File: config.mk
export PLATFORM = sky130hd
export DESIGN_NAME = rgmii_rx_frame
export DESIGN_NICKNAME = d
export VERILOG_FILES = /design/src/rtl/rgmii_rx_frame.sv
export SDC_FILE = /design/constraint.sdc
export NUM_CORES = 1
export LEC_CHECK = 0
export BUFFER_PORTS_ARGS = -buffer_cell sky130_fd_sc_hd__buf_2
export CORE_MARGIN = 2
export CORE_UTILIZATION = 59
export DETAILED_ROUTE_END_ITERATION = 12
export PLACE_DENSITY = 0.83
export SLEW_MARGIN = 40
export SYNTH_ARGS = -nofsm -noshare
export SYNTH_HDL_FRONTEND = slang
export SYNTH_SLANG_ARGS = --single-unit
File: constraint.sdc
create_clock -name gmii_rx_clk -period 3.1 [get_ports gmii_rx_clk]
set_input_delay 0 -clock gmii_rx_clk [delete_from_list [all_inputs] [get_ports gmii_rx_clk]]
set_output_delay 0 -clock gmii_rx_clk [all_outputs]
set_load 0.02 [all_outputs]
File: src/rtl/rgmii_rx_frame.sv
// RGMII receive front end: assembles bytes (DDR or nibble), strips preamble/SFD and
// frames the stream with start/end markers, length and error flags, plus in-band status.
module rgmii_rx_frame #(
  parameter int unsigned LEN_W          = 12,
  parameter int unsigned MAX_LEN        = 1518,
  parameter int unsigned MIN_LEN        = 64,
  parameter bit          STRIP_PREAMBLE = 1'b1
) (
  input  logic             gmii_rx_clk,
  input  logic             rst,
  input  logic             speed_1g,
  input  logic [3:0]       rxd_h,
  input  logic [3:0]       rxd_l,
  input  logic             ctl_h,
  input  logic             ctl_l,
  output logic             gmii_rx_dv,
  output logic [7:0]       gmii_rxd,
  output logic             gmii_rx_er,
  output logic             rx_sof,
  output logic             rx_eof,
  output logic [LEN_W-1:0] rx_frame_len,
  output logic             rx_err,
  output logic             rx_oversize,
  output logic             rx_runt,
  output logic             link_up,
  output logic [1:0]       link_speed,
  output logic             link_duplex
);

  typedef enum logic [1:0] {StIdle, StPre, StData, StDrop} state_e;

  localparam logic [LEN_W-1:0] LenSat = '1;
  localparam logic [LEN_W-1:0] MaxLen = LEN_W'(MAX_LEN);
  localparam logic [LEN_W-1:0] MinLen = LEN_W'(MIN_LEN);

  // Stage 0: register the DDR halves and decode RX_DV / RX_ER.
  logic       dv_q, er_q;
  logic [3:0] rxd_h_q, rxd_l_q;

  always_ff @(posedge gmii_rx_clk) begin
    if (rst) begin
      dv_q    <= 1'b0;
      er_q    <= 1'b0;
      rxd_h_q <= 4'h0;
      rxd_l_q <= 4'h0;
    end else begin
      dv_q    <= ctl_h;
      er_q    <= ctl_h ^ ctl_l;
      rxd_h_q <= rxd_h;
      rxd_l_q <= rxd_l;
    end
  end

  // Byte assembly; in nibble mode the low nibble arrives first.
  logic       phase_q, phase_d;
  logic [3:0] lo_q, lo_d;
  logic       er_lo_q, er_lo_d;
  logic       byte_vld, byte_er, odd_end;
  logic [7:0] byte_dat;

  always_comb begin
    phase_d  = phase_q;
    lo_d     = lo_q;
    er_lo_d  = er_lo_q;
    byte_vld = 1'b0;
    byte_dat = {rxd_l_q, rxd_h_q};
    byte_er  = er_q;
    odd_end  = 1'b0;
    if (speed_1g) begin
      byte_vld = dv_q;
      phase_d  = 1'b0;
    end else if (!dv_q) begin
      odd_end = phase_q;
      phase_d = 1'b0;
    end else if (!phase_q) begin
      lo_d    = rxd_h_q;
      er_lo_d = er_q;
      phase_d = 1'b1;
    end else begin
      byte_vld = 1'b1;
      byte_dat = {rxd_h_q, lo_q};
      byte_er  = er_q | er_lo_q;
      phase_d  = 1'b0;
    end
  end

  // Framing FSM.
  state_e           state_q, state_d;
  logic [LEN_W-1:0] cnt_q, cnt_d;
  logic             err_q, err_d;
  logic             sof_pend_q, sof_pend_d;
  logic             fwd, eof_d, frame_err_d;
  logic [LEN_W-1:0] len_d;

  always_comb begin
    state_d     = state_q;
    cnt_d       = cnt_q;
    err_d       = err_q;
    sof_pend_d  = sof_pend_q;
    fwd         = 1'b0;
    eof_d       = 1'b0;
    frame_err_d = 1'b0;
    len_d       = '0;
    unique case (state_q)
      StIdle, StPre: begin
        if (state_q == StIdle) begin
          err_d      = 1'b0;
          sof_pend_d = 1'b1;
        end
        if (!dv_q) begin
          state_d = StIdle;
        end else if (er_q) begin
          state_d = StDrop;
          err_d   = 1'b1;
        end else if (byte_vld) begin
          if (byte_dat == 8'hD5) begin
            state_d = StData;
            cnt_d   = '0;
            fwd     = !STRIP_PREAMBLE;
          end else if (byte_dat == 8'h55) begin
            state_d = StPre;
            fwd     = !STRIP_PREAMBLE;
          end else begin
            state_d = StDrop;
            err_d   = 1'b1;
          end
        end else begin
          state_d = StPre;
        end
      end
      StData: begin
        if (!dv_q) begin
          state_d     = StIdle;
          eof_d       = 1'b1;
          len_d       = cnt_q;
          frame_err_d = err_q | odd_end;
        end else if (byte_vld) begin
          fwd = 1'b1;
          if (byte_er) err_d = 1'b1;
          if (cnt_q != LenSat) cnt_d = cnt_q + LEN_W'(1);
        end
      end
      StDrop: begin
        if (!dv_q) begin
          state_d     = StIdle;
          eof_d       = 1'b1;
          frame_err_d = 1'b1;
        end
      end
      default: state_d = StIdle;
    endcase
    if (fwd) sof_pend_d = 1'b0;
  end

  always_ff @(posedge gmii_rx_clk) begin
    if (rst) begin
      phase_q      <= 1'b0;
      lo_q         <= 4'h0;
      er_lo_q      <= 1'b0;
      state_q      <= StIdle;
      cnt_q        <= '0;
      err_q        <= 1'b0;
      sof_pend_q   <= 1'b0;
      gmii_rx_dv   <= 1'b0;
      gmii_rxd     <= 8'h00;
      gmii_rx_er   <= 1'b0;
      rx_sof       <= 1'b0;
      rx_eof       <= 1'b0;
      rx_frame_len <= '0;
      rx_err       <= 1'b0;
      rx_oversize  <= 1'b0;
      rx_runt      <= 1'b0;
    end else begin
      phase_q    <= phase_d;
      lo_q       <= lo_d;
      er_lo_q    <= er_lo_d;
      state_q    <= state_d;
      cnt_q      <= cnt_d;
      err_q      <= err_d;
      sof_pend_q <= sof_pend_d;
      gmii_rx_dv <= fwd;
      gmii_rxd   <= fwd ? byte_dat : 8'h00;
      gmii_rx_er <= fwd & byte_er;
      rx_sof     <= fwd & sof_pend_q;
      rx_eof     <= eof_d;
      if (eof_d) begin
        rx_frame_len <= len_d;
        rx_err       <= frame_err_d;
        rx_oversize  <= len_d > MaxLen;
        rx_runt      <= len_d < MinLen;
      end
    end
  end

  // In-band status: idle, error-free samples; two matching samples in a row commit.
  logic [3:0] stat_q;
  logic       stat_vld_q;

  always_ff @(posedge gmii_rx_clk) begin
    if (rst) begin
      stat_q      <= 4'h0;
      stat_vld_q  <= 1'b0;
      link_up     <= 1'b0;
      link_speed  <= 2'b00;
      link_duplex <= 1'b0;
    end else if (!dv_q && !er_q) begin
      stat_q     <= rxd_h_q;
      stat_vld_q <= 1'b1;
      if (stat_vld_q && (stat_q == rxd_h_q)) begin
        link_up     <= rxd_h_q[0];
        link_speed  <= rxd_h_q[2:1];
        link_duplex <= rxd_h_q[3];
      end
    end else if (dv_q) begin
      stat_vld_q <= 1'b0;
    end
  end

endmodule

[Word-level counts from Yosys, hierarchy flattened]
Cells that the tools add are included.
Storage, ports and cells
  output and inout port bits: 31
  bits in registers: 68
  input port bits: 13
Operators by class
  bitwise logic cells: 9
  add/sub/neg operators: 1
  eq/ne operators: 16
  order comparisons: 2
  reductions and logical operators: 17
  mux-type cells: 48
Operators with widths (number)
  12-bit 2-to-1 mux: 9
  1-bit 2-to-1 mux: 26
  8-bit 2-to-1 mux: 3
  12-bit one-hot mux with 2 select lines: 1
  2-bit inequality test (second input constant): 9
  12-bit by 1-bit adder with 12-bit output (second input constant): 1
  12-bit by 11-bit greater-than comparator with 1-bit output (second input constant): 1
  12-bit by 7-bit < comparator with 1-bit output (second input constant): 1
  2-bit 2-to-1 mux: 6
  12-bit inequality test (second input constant): 1
  8-bit by 7-bit equality test with 1-bit output (second input constant): 1
  8-bit equality test (second input constant): 1
  8-bit AND reduction: 1
  2-bit OR reduction: 4
  2-bit equality test (second input constant): 2
  4-bit equality test: 1
  1-bit inverter: 4
  1-bit one-hot mux with 2 select lines: 2
  2-bit one-hot mux with 2 select lines: 1
  2-bit AND reduction: 2
  4-bit AND reduction: 1
  2-bit nonzero test: 2
  3-bit AND reduction: 1
  3-bit OR reduction: 1
  7 further kinds: 11

[Logic depth before layout (Yosys ltp)]
Gate-level depths: netlist (run 1).
  depth in word-level cells: 10
  gate-level depth with buffers: 8
  depth with buffers taken out: 6

[Worst setup path before layout (run 1)]
OpenSTA, ideal clock, no wires.
  path kind: reg2reg
  start point: register cnt_q[0]
  end point: register cnt_q[10]
  data arrival time: 1.899 ns
  library setup time: 0.070 ns
  cell stages (with the launch flop): 8
  setup slack: 1.131 ns
  cell sequence: dfxtp_1 -> ha_1 -> and4_1 -> a41oi_2 -> o21ai_1 -> buf_2 -> or4_1 -> a21oi_1
On the way
  longest elaborated chain between the ends: 5
  elaborated cells on any way between the ends: 8
  those cells by class: 1 x add/sub; 2 x eq/ne; 4 x mux; 1 x reduce/logical
Ends and longest elaborated chain
  start, declared: line 89  | logic [LEN_W-1:0] cnt_q, cnt_d;
  start signal, assigned: line 178  | cnt_q <= cnt_d;
  12-bit by 1-bit adder with 12-bit output: line 140  | if (cnt_q != LenSat) cnt_d = cnt_q + LEN_W'(1);
  12-bit 2-to-1 mux: line 140
  12-bit 2-to-1 mux: line 137  | end else if (byte_vld) begin
  12-bit 2-to-1 mux: line 132  | if (!dv_q) begin
  12-bit one-hot mux with 2 select lines: line 104  | unique case (state_q)
Parallel ways exist; a longest one is shown, timed or not. The select of a mux whose other input is x is not followed.
A chain may end at the register's enable or synchronous reset.

[Worst setup path in the final report (run 1)]
  start point: register dv_q
  end point: register cnt_q[5]
On the way
  longest elaborated chain between the ends: 5
  elaborated cells on any way between the ends: 11
  those cells by class: 6 x eq/ne; 4 x mux; 1 x reduce/logical
Ends and longest elaborated chain
  start, declared: line 37  | logic dv_q, er_q;
  start signal, assigned: line 47  | dv_q <= ctl_h;
  8-bit 2-to-1 mux: line 72  | end else if (!dv_q) begin
  8-bit 2-to-1 mux: line 69  | if (speed_1g) begin
  8-bit equality test: line 116  | if (byte_dat == 8'hD5) begin
  2-bit inequality test (no line)
  8-bit AND reduction (no line) *
Mark *: on every way between the ends. The rest lies on a longest branch, timed or not.

==> qor.csv, run 1 <==
metric,value,unit
placed_cell_area,2940,sq um
die-height,71.9,um
synthesis.yosys.warnings,0,
fp.dieArea,5170,sq um
highest_ir_drop_seen_on_vdd,0.401,mV
finalWeightedCongestion,0.874,
yosysUniqueCellTypes,44,
layout.nets,359,
final_period_minus_worst_setup_slack,2.17,ns
fp.coreArea,4380,sq um
grt_pass1_vias,2144,
worstPathRequired,3.32,ns
post-route-drc-count,0,
post_route_cells_drive_above_1_share,18.9,%
worst-r2r-setup-slack,0.93,ns
port-buffer-count,43,
std_cell_rows,24,
finalPower,1.73,mW
synth.yosys.seq_area_share,50.0,%
rsz_0062_raised_after_global_routing,no,
outcome,finished clean,
cts_sinks,68,
vias_per_cell,5.81,
final.fill_count,309,
critPathLaunchType,flip-flop,
synthesis.area_per_instance,9.22,sq um
setup_total_negative_slack,0,ns
layout.cell_area.non_filler,3260,sq um
route.met3.wl,250,um
cp_data_arrival_time,2.40,ns
clk_pin_slew,0.07,ns
criticalPathCategory,flip-flop to flip-flop,
hold_ws,0.000953,ns
cts_buffer_depth,2,
critPathTopFamily,simple AND/OR/NAND/NOR gates,
routed_wire_length_per_instance,14.8,um
cap_violations,0,
routedLengthMet1,2570,um
post_layout_nonfiller_instances,402,
multi_input_comb_area,1240,sq um
worst_path_max_delay_cell,sky130_fd_sc_hd__dfxtp_1,
synth_edf_count,0,
initial_core_util,62.1,%
slew_headroom,59.1,%
final_hold_viol_count,0,
top_count_cell_post_synth,sky130_fd_sc_hd__dfxtp_1,
report.final.slew_viol_count,0,
tightest_slew,0.609,ns
drt-pass1-iter-count,4,
postCtsResizedCells,0,
grt_use_total,25.4,%
routed-via-count,2337,
synth.top_cell.area_share,50.0,%
placedCellCount,375,
post-route-worst-setup-slack,0.927,ns
drtIter0Drc,154,
met2_wirelength,3010,um
synthesis.area,2720,sq um
p_leak,1.31,nW
clockRootBuffer,sky130_fd_sc_hd__clkbuf_8,
synth.cells.most_frequent,"sky130_fd_sc_hd__dfxtp_1, sky130_fd_sc_hd__a21oi_1, sky130_fd_sc_hd__nor2_1",
die_x,71.9,um
drtAntennaViolNets,0,
grt.overflow.total,0,
grt_first_pass_wirelength,10100,um
postCtsSetupRepairBufs,0,
synthTopCellsByArea,"sky130_fd_sc_hd__dfxtp_1, sky130_fd_sc_hd__a21oi_1, sky130_fd_sc_hd__nor2_1",
ctsHtreeMaxLevel,3,
cp_num_buf_inv,1,
clkLatencyLatePin,0.34,ns
finalSetupViolCount,0,
antenna_found_initial,0,
power_per_cell_area,530,nW/um^2
hp-class,input pin to flip-flop,
detail_route.wirelength,5960,um
highest_layer,met4,
final_min_period_over_clock_period,70.1,%
antenna_cells,0,
post_cts_hold_buffer_count,10,
synth_cells,295,
critical_path.endpoint_type,flip-flop,
grt_max_degree,48,
clock_tree_from_tritoncts,yes,
fmaxAchievable,0.460,GHz
post-route-util,74.4,%
dp_hpwl,3880,um
synth_async_sr_flop_share,0,%
ioPinCount,44,
critical_path_s_largest_stage_delay,0.57,ns
timing.critical_path.cells,and3b_1 -> and4bb_1 -> a311oi_2 -> buf_4 -> or4_1 -> a21oi_1,
synth_seq_cells,68,
synth_nets,309,
register_cell_area_after_layout,1360,sq um
detailedPlace.worstSlack,0.985,ns
inserted_clock_buffers,9,
cp_max_fo,23,
areaGrowthSynthToFinish,19.8,%
netlist.top_cell.by_area,sky130_fd_sc_hd__dfxtp_1,
final.setup_skew,0.00607,ns
synth_flop_cell,sky130_fd_sc_hd__dfxtp_1,
## cell families after synthesis
group,Yosys count,share of synthesized area (%)
buffers and inverters,26,4.32
flip-flops,68,50.0
AND/OR/NAND/NOR,111,22.2
multiplexers,11,4.05
adder cells (fa/ha/maj),1,0.460
XOR/XNOR,5,1.61
AO/OA/AOI/OAI,73,17.4
## layer usage
metal / track usage (%) / vias to the layer above
met5: 0 / -
met4: 15.3 / 0
met3: 5.00 / 13
met2: 41.4 / 61
met1: 31.2 / 1114
li1: - / 1149
## registers in the layout, summed over array words and instances, names as in the netlist, 2 cells and up
| signal | cells |
|---|---|
| cnt_q | 12 |
| rx_frame_len | 12 |
| gmii_rxd | 8 |
| lo_q | 4 |
| rxd_h_q | 4 |
| rxd_l_q | 4 |
| stat_q | 4 |
| link_speed | 2 |
| state_q | 2 |
## cells in the final DEF (no fill, tap or decap), drive strengths merged, types with 10 or more instances in the layout
cell / count
a21oi: 30
a22oi: 12
buf: 47
clkbuf: 15
dfxtp: 68
dlygate4sd3: 10
mux2i: 11
nand2: 24
nand3: 11
nor2: 30
nor2b: 12
o21ai: 10
o31ai: 10
or4: 10
## cell type report
cell class                      instances  area share [%]
Multi-Input combinational cell        201            38.1
Tap cell                               52            2.00
Sequential cell                        68            41.7
Inverter                                8           0.921
Clock inverter                          1           0.921
Clock buffer                           15            5.10
Timing Repair Buffer                   57            11.2
## worst register-to-register path: cells and delay by family, from the launching register on
kind                   cells  cell delay (ns)
AND/OR/NAND/NOR            3             0.85
flip-flops                 1             0.57
AO/OA/AOI/OAI              2             0.35
buffers and inverters      1             0.29
## worst paths after layout
check / end / start / depth (start not counted)
worst max-delay path: cnt_q[5] / dv_q / 6
worst min-delay path: rx_frame_len[1] / rst / 2
worst max register to register: cnt_q[5] / dv_q / 6
worst min register to register: rx_oversize / rx_oversize / 2
## report_power, final
part           switching [mW]  leakage [nW]  internal [mW]  total, mW
Sequential             0.0198         0.552          0.891      0.911
Clock                   0.307        0.0979          0.417      0.725
Combinational          0.0507         0.658         0.0437     0.0944
No activity file was read; power rests on OpenSTA's default activity.
==> inputs of run 2 (changes only) <==
ABC_AREA = 1   (was unset)
CORE_UTILIZATION = 50   (was 59)
PLACE_DENSITY = 0.74   (was 0.83)
clock period = 1.92 ns   (was 3.1 ns; I/O delays follow)
==> qor.csv, run 2 <==
metric,value,unit,change
drtIter0Drc,226,,+47%
worstPathRequired,2.19,ns,-1.13 ns
final_period_minus_worst_setup_slack,1.72,ns,-0.450 ns
synthesis.area,2860,sq um,+5.0%
synth_async_sr_flop_share,0,%,unchanged
report.final.slew_viol_count,0,,unchanged
synthesis.area_per_instance,7.20,sq um,-22%
synth_nets,411,,+33%
rsz_0062_raised_after_global_routing,no,,
clk_pin_slew,0.07,ns,about the same
initial_core_util,51.9,%,-10 points
critical_path.endpoint_type,flip-flop,,
layout_commonest_cell,sky130_fd_sc_hd__nand2_1,,
post_route_cells_drive_above_1_share,17.8,%,-1.1 points
die_x,79.6,um,+11%
cts_buffer_depth,2,,unchanged
placed_cell_area,3180,sq um,+8.3%
clockRootBuffer,sky130_fd_sc_hd__clkbuf_8,,
std_cell_rows,27,,+13%
clock_tree_from_tritoncts,yes,,
routed_wire_length_per_instance,12.4,um,-16%
routed-via-count,2718,,+16%
synth_cells,397,,+35%
layout.cell_area.non_filler,3570,sq um,+9.6%
cp_max_fo,12,,-48%
antenna_cells,0,,unchanged
setup_total_negative_slack,0,ns,unchanged
fmaxAchievable,0.580,GHz,+26%
drtAntennaViolNets,0,,unchanged
critPathLaunchType,flip-flop,,
synth_flop_cell,sky130_fd_sc_hd__dfxtp_1,,
grt_pass1_vias,2544,,+19%
hp-class,input pin to flip-flop,,
grt.overflow.total,0,,unchanged
synth_seq_cells,68,,unchanged
seqPwrFrac,48.4,%,-4.2 points
grt_use_total,23.2,%,-2.2 points
top_count_cell_post_synth,sky130_fd_sc_hd__nand2_1,,
clkLatencyLatePin,0.34,ns,about the same
cp_data_arrival_time,1.99,ns,-0.41 ns
areaGrowthSynthToFinish,25.1,%,
port-buffer-count,43,,unchanged
synth.top_cell.area_share,47.6,%,-2.4 points
p_leak,1.57,nW,+20%
finalSetupViolCount,0,,unchanged
grt_max_degree,36,,-25%
cap_violations,0,,unchanged
die-height,79.6,um,+11%
outcome,finished clean,,
final_min_period_over_clock_period,89.8,%,+20 points
synthTopCellsByArea,"sky130_fd_sc_hd__dfxtp_1, sky130_fd_sc_hd__nand2_1, sky130_fd_sc_hd__a21oi_1",,
synth_edf_count,0,,unchanged
drt-pass1-iter-count,5,,+1
slew_headroom,62.5,%,+3.4 points
intPower,2.37,mW,+75%
final.setup_skew,0.00808,ns,+0.00201 ns
dp_hpwl,4540,um,+17%
comb_power_share,6.6,%,+1.1 points
layout.nets,476,,+33%
final_cell_mix,"sky130_fd_sc_hd__nand2_1, sky130_fd_sc_hd__dfxtp_1, sky130_fd_sc_hd__nor2_1, sky130_fd_sc_hd__a21oi_1",,
power.net_switching,0.679,mW,+80%
fp.dieArea,6340,sq um,+23%
yosysUniqueCellTypes,30,,-32%
grt_first_pass_wirelength,11500,um,+14%
ioPinCount,44,,unchanged
synthesis.yosys.warnings,0,,unchanged
p_sw_share,22.3,%,+0.45 points
power.clock.fraction,45.0,%,+3.1 points
finalWeightedCongestion,0.885,,+1.3%
synth.cells.most_frequent,"sky130_fd_sc_hd__nand2_1, sky130_fd_sc_hd__dfxtp_1, sky130_fd_sc_hd__nor2_1",,
netlist.top_cell.by_area,sky130_fd_sc_hd__dfxtp_1,,
synth.yosys.seq_area_share,47.6,%,-2.4 points
antenna_found_initial,0,,unchanged
fp.coreArea,5510,sq um,+26%
detail_route.wirelength,6700,um,+12%
vias_per_cell,5.04,,-13%
post-route-drc-count,0,,unchanged
cts_sinks,68,,unchanged
criticalPathCategory,flip-flop to flip-flop,,
inserted_clock_buffers,9,,unchanged
largest_registers,"cnt_q x12, rx_frame_len x12, gmii_rxd x8",,
final_hold_viol_count,0,,unchanged
ctsHtreeMaxLevel,3,,unchanged
tightest_slew,0.560,ns,-0.0489 ns
highest_ir_drop_seen_on_vdd,0.422,mV,+5.4%
power_per_cell_area,852,nW/um^2,+61%
postCtsSetupRepairBufs,0,,unchanged
-- run 2: per-layer routing --
metal  part of all wire (%)  up-vias  global-route usage (%)
li1                       -     1405                       -
met1                     50     1231                    32.3
met2                     43       74                    34.8
met3                    5.2        8                    4.86
met4                    1.3        0                    10.0
met5                      0        -                       0
-- run 2: final timing paths --
kind              endpoint  slack [ns]       start  depth (start not counted)
hold reg to reg     rx_sof        0.45  sof_pend_q                          2
setup / recovery  cnt_q[4]        0.20  state_q[1]                          7
hold / removal     phase_q        0.08    speed_1g                          4
setup reg to reg  cnt_q[4]        0.20  state_q[1]                          7
-- run 2: what timing repair did --
| action | CTS | global route |
|---|---|---|
| pin swaps | 0 | 1 |
| resized for setup | 2 | 5 |
| setup endpoints to repair | 6 | 15 |
| endpoints found under the hold margin | 12 | 0 |
| hold buffers | 14 | 0 |
-- run 2: critical path, cell delays in order, from the launching register on --
cell,delay [ns]
sky130_fd_sc_hd__dfxtp_1,0.44
sky130_fd_sc_hd__nand2_1,0.22
sky130_fd_sc_hd__nor2_1,0.24
sky130_fd_sc_hd__inv_1,0.11
sky130_fd_sc_hd__a21oi_2,0.18
sky130_fd_sc_hd__buf_4,0.20
sky130_fd_sc_hd__nand3_1,0.09
sky130_fd_sc_hd__a21oi_1,0.17
-- run 2: logic make-up after synthesis --
| group | after synthesis | share of synthesized area (%) |
|---|---|---|
| XOR/XNOR | 8 | 2.45 |
| AO/OA/AOI/OAI | 71 | 12.8 |
| buffers and inverters | 61 | 8.71 |
| flip-flops | 68 | 47.6 |
| adder cells (fa/ha/maj) | 1 | 0.438 |
| AND/OR/NAND/NOR | 188 | 27.9 |
-- run 2: cell type report --
| cell class | count | area [sq um] |
|---|---|---|
| Fill cell | 471 | 1930 |
| Sequential cell | 68 | 1370 |
| Multi-Input combinational cell | 268 | 1250 |
| Timing Repair Buffer | 70 | 457 |
| Clock buffer | 13 | 169 |
| Inverter | 45 | 169 |
| Tap cell | 72 | 90.1 |
| Clock inverter | 3 | 67.6 |
-- run 2: through the flow --
stage                     power, mW  instances  setup slack (ns)  hold slack [ns]  util [%]
final                          3.04        539             0.197           0.0794      64.9
after global routing           3.14        539            0.0139            0.107      64.9
after CTS                      3.05        539            0.0707           0.0720      64.7
after detailed placement       1.68        509           0.00101            0.208      57.8
after global placement         1.68        509            0.0714            0.197      57.8
after floorplan                1.62        397             0.340           0.0874         -
-- run 2: power groups by stage --
| stage | clock (mW) | sequential [mW] | combinational [mW] |
|---|---|---|---|
| 2_1_floorplan | 0 | 1.50 | 0.116 |
| 6_report | 1.37 | 1.47 | 0.202 |
| 5_1_grt | 1.43 | 1.48 | 0.229 |
| 3_3_place_gp | 0 | 1.50 | 0.172 |
| 4_1_cts | 1.38 | 1.47 | 0.200 |
| 3_5_place_dp | 0 | 1.51 | 0.175 |
==> inputs of run 3 (changes only) <==
CORE_UTILIZATION = 56   (was 50)
PLACE_DENSITY = 0.87   (was 0.74)
SLEW_MARGIN = 20   (was 40)
clock period = 1.8 ns   (was 1.92 ns; I/O delays follow)
==> qor.csv, run 3 (synthesized netlist as in run 2, its figures left out) <==
metric,value,unit,change
routed-via-count,2801,,+3.1%
comb_power_share,7.3,%,+0.7 points
hold_path_end,gmii_rxd[2],,
fmaxAchievable,0.583,GHz,+0.49%
critPathMostFrequentCell,sky130_fd_sc_hd__nand4_1,,
clock_tree_from_tritoncts,yes,,
reg2regPathDepth,9,,+2
die_x,75.4,um,-5.2%
final_period_minus_worst_setup_slack,1.71,ns,-0.00837 ns
report.final.slew_viol_count,0,,unchanged
placed_cell_area,3190,sq um,+0.28%
criticalPathCategory,flip-flop to flip-flop,,
cp_num_buf_inv,2,,unchanged
dp_hpwl,4500,um,-0.84%
hold_depth,4,,unchanged
layout_commonest_cell,sky130_fd_sc_hd__nand2_1,,
fp.coreArea,4820,sq um,-13%
die-height,75.4,um,-5.2%
antenna_cells,0,,unchanged
slew_headroom,62.4,%,-0.10 points
grt_pass1_vias,2410,,-5.3%
initial_core_util,59.3,%,+7.4 points
tightest_slew,0.562,ns,+0.00154 ns
p_sw_share,22.5,%,+0.24 points
power.clock.fraction,41.0,%,-4.0 points
power_per_cell_area,852,nW/um^2,about the same
critical_path.endpoint_type,flip-flop,,
outcome,finished clean,,
p_leak,1.58,nW,+1.1%
min_from,speed_1g,,
cts_buffer_depth,2,,unchanged
drtAntennaViolNets,0,,unchanged
detail_route.wirelength,6790,um,+1.3%
antenna_found_initial,0,,unchanged
fp.dieArea,5690,sq um,-10%
clockRootBuffer,sky130_fd_sc_hd__clkbuf_8,,
grt.overflow.total,0,,unchanged
cp_max_fo,12,,unchanged
clkLatencyLatePin,0.34,ns,about the same
ctsHtreeMaxLevel,3,,unchanged
timing.critical_path.cells,ha_2 -> nand2_1 -> inv_1 -> nand4_1 -> nor2_1 -> a21oi_2 -> buf_6 -> nand4_1 -> a21oi_1,,
power.net_switching,0.684,mW,+0.85%
critPathTopFamily,simple AND/OR/NAND/NOR gates,,
worstPathRequired,2.02,ns,-0.17 ns
critical_path_s_largest_stage_delay,0.41,ns,-0.03 ns
grt_use_total,25.3,%,+2.1 points
port-buffer-count,43,,unchanged
drtIter0Drc,187,,-17%
post_route_cells_drive_above_1_share,18.8,%,+0.99 points
cp_data_arrival_time,1.93,ns,-0.06 ns
finalWeightedCongestion,0.881,,-0.47%
largest_registers,"cnt_q x12, rx_frame_len x12, gmii_rxd x8",,
source_of_the_worst_register_to_register_timing_path,cnt_q[1],,
std_cell_rows,25,,-7.4%
areaGrowthSynthToFinish,24.8,%,
final_hold_viol_count,0,,unchanged
worst-r2r-setup-slack,0.09,ns,-0.11 ns
cap_violations,0,,unchanged
clk_pin_slew,0.07,ns,about the same
final.setup_skew,0.00640,ns,-0.00167 ns
intPower,2.35,mW,-0.51%
hold_ws,0.0783,ns,-0.00110 ns
seqPwrFrac,51.7,%,+3.3 points
finalSetupViolCount,0,,unchanged
routed_wire_length_per_instance,12.7,um,+1.9%
drt-pass1-iter-count,5,,unchanged
cts_sinks,68,,unchanged
worst_path_max_delay_cell,sky130_fd_sc_hd__dfxtp_1,,
post-route-drc-count,0,,unchanged
layout.cell_area.non_filler,3570,sq um,-0.21%
grt_max_degree,38,,+5.6%
final_min_period_over_clock_period,95.3,%,+5.5 points
inserted_clock_buffers,9,,unchanged
ioPinCount,44,,unchanged
grt_first_pass_wirelength,10800,um,-5.3%
final_cell_mix,"sky130_fd_sc_hd__nand2_1, sky130_fd_sc_hd__dfxtp_1, sky130_fd_sc_hd__nor2_1, sky130_fd_sc_hd__a21oi_1",,
layout.nets,479,,+0.63%
finalPower,3.04,mW,-0.21%
hp-class,input pin to flip-flop,,
vias_per_cell,5.23,,+3.6%
critPathLaunchType,flip-flop,,
r2r-end,cnt_q[5],,
highest_ir_drop_seen_on_vdd,0.450,mV,+6.6%
[run 3: changes by cell type in the layout (fill, tap and decap cells not counted), moves of 2 or more]
cell,delta
sky130_fd_sc_hd__buf_4,+3
sky130_fd_sc_hd__bufinv_16,-2
sky130_fd_sc_hd__clkbuf_8,+3
sky130_fd_sc_hd__dfxtp_1,+2
sky130_fd_sc_hd__dfxtp_4,-2
[run 3: routing by layer]
metal	part of all wire [%]	global-route usage, %
met5	0	0
met4	1.0	10.9
met3	8.0	6.88
met2	44	37.2
met1	47	35.1
[run 3: cell type report]
type,instances,area [sq um]
clock buffer,15,206
fill,375,1250
inverter,45,169
multi-input combinational,268,1270
sequential,68,1360
tap,67,83.8
timing repair buffer,73,480
[run 3: timing repair]
item,4_1_cts,5_1_grt
hold endpoints to repair,11,0
pin swaps,0,2
cloned,0,1
hold buffers,13,0
endpoints found under the setup margin,1,12
setup buffers,0,1
gates resized for setup,1,8
[run 3: worst min-delay path, cell delays in order]
cell,delay (ns)
sky130_fd_sc_hd__buf_2,0.16
sky130_fd_sc_hd__nor2_4,0.07
sky130_fd_sc_hd__nand2_1,0.07
sky130_fd_sc_hd__a21oi_1,0.06
[run 3: power groups by stage]
stage,combinational (mW),clock [mW],sequential (mW)
after floorplan,0.124,0,1.60
after global placement,0.187,0,1.60
after detailed placement,0.191,0,1.60
after CTS,0.216,1.25,1.57
after global routing,0.249,1.32,1.57
final,0.222,1.25,1.57
[run 3: through the flow]
| stage | utilization [%] | setup WS (ns) | cells | setup TNS, ns |
|---|---|---|---|---|
| floorplan | - | 0.220 | 397 | 0 |
| global placement | 66.2 | 0.114 | 506 | 0 |
| detailed placement | 66.2 | 0.0201 | 506 | 0 |
| CTS | 73.2 | 0.109 | 534 | 0 |
| global route | 74.1 | -0.0298 | 536 | -0.0298 |
| finish | 74.1 | 0.0851 | 536 | 0 |
[run 3: how the worst max path moves through the flow]
stage / startpoint / endpoint / slack (ns) / cells past startpoint
CTS: cnt_q[1] / cnt_q[6] / 0.11 / 9
global placement: cnt_q[1] / cnt_q[5] / 0.11 / 9
detailed placement: cnt_q[1] / cnt_q[0] / 0.02 / 9
finish: cnt_q[1] / cnt_q[5] / 0.09 / 9
global route: cnt_q[1] / cnt_q[1] / -0.03 / 9
floorplan: phase_q / cnt_q[10] / 0.22 / 13
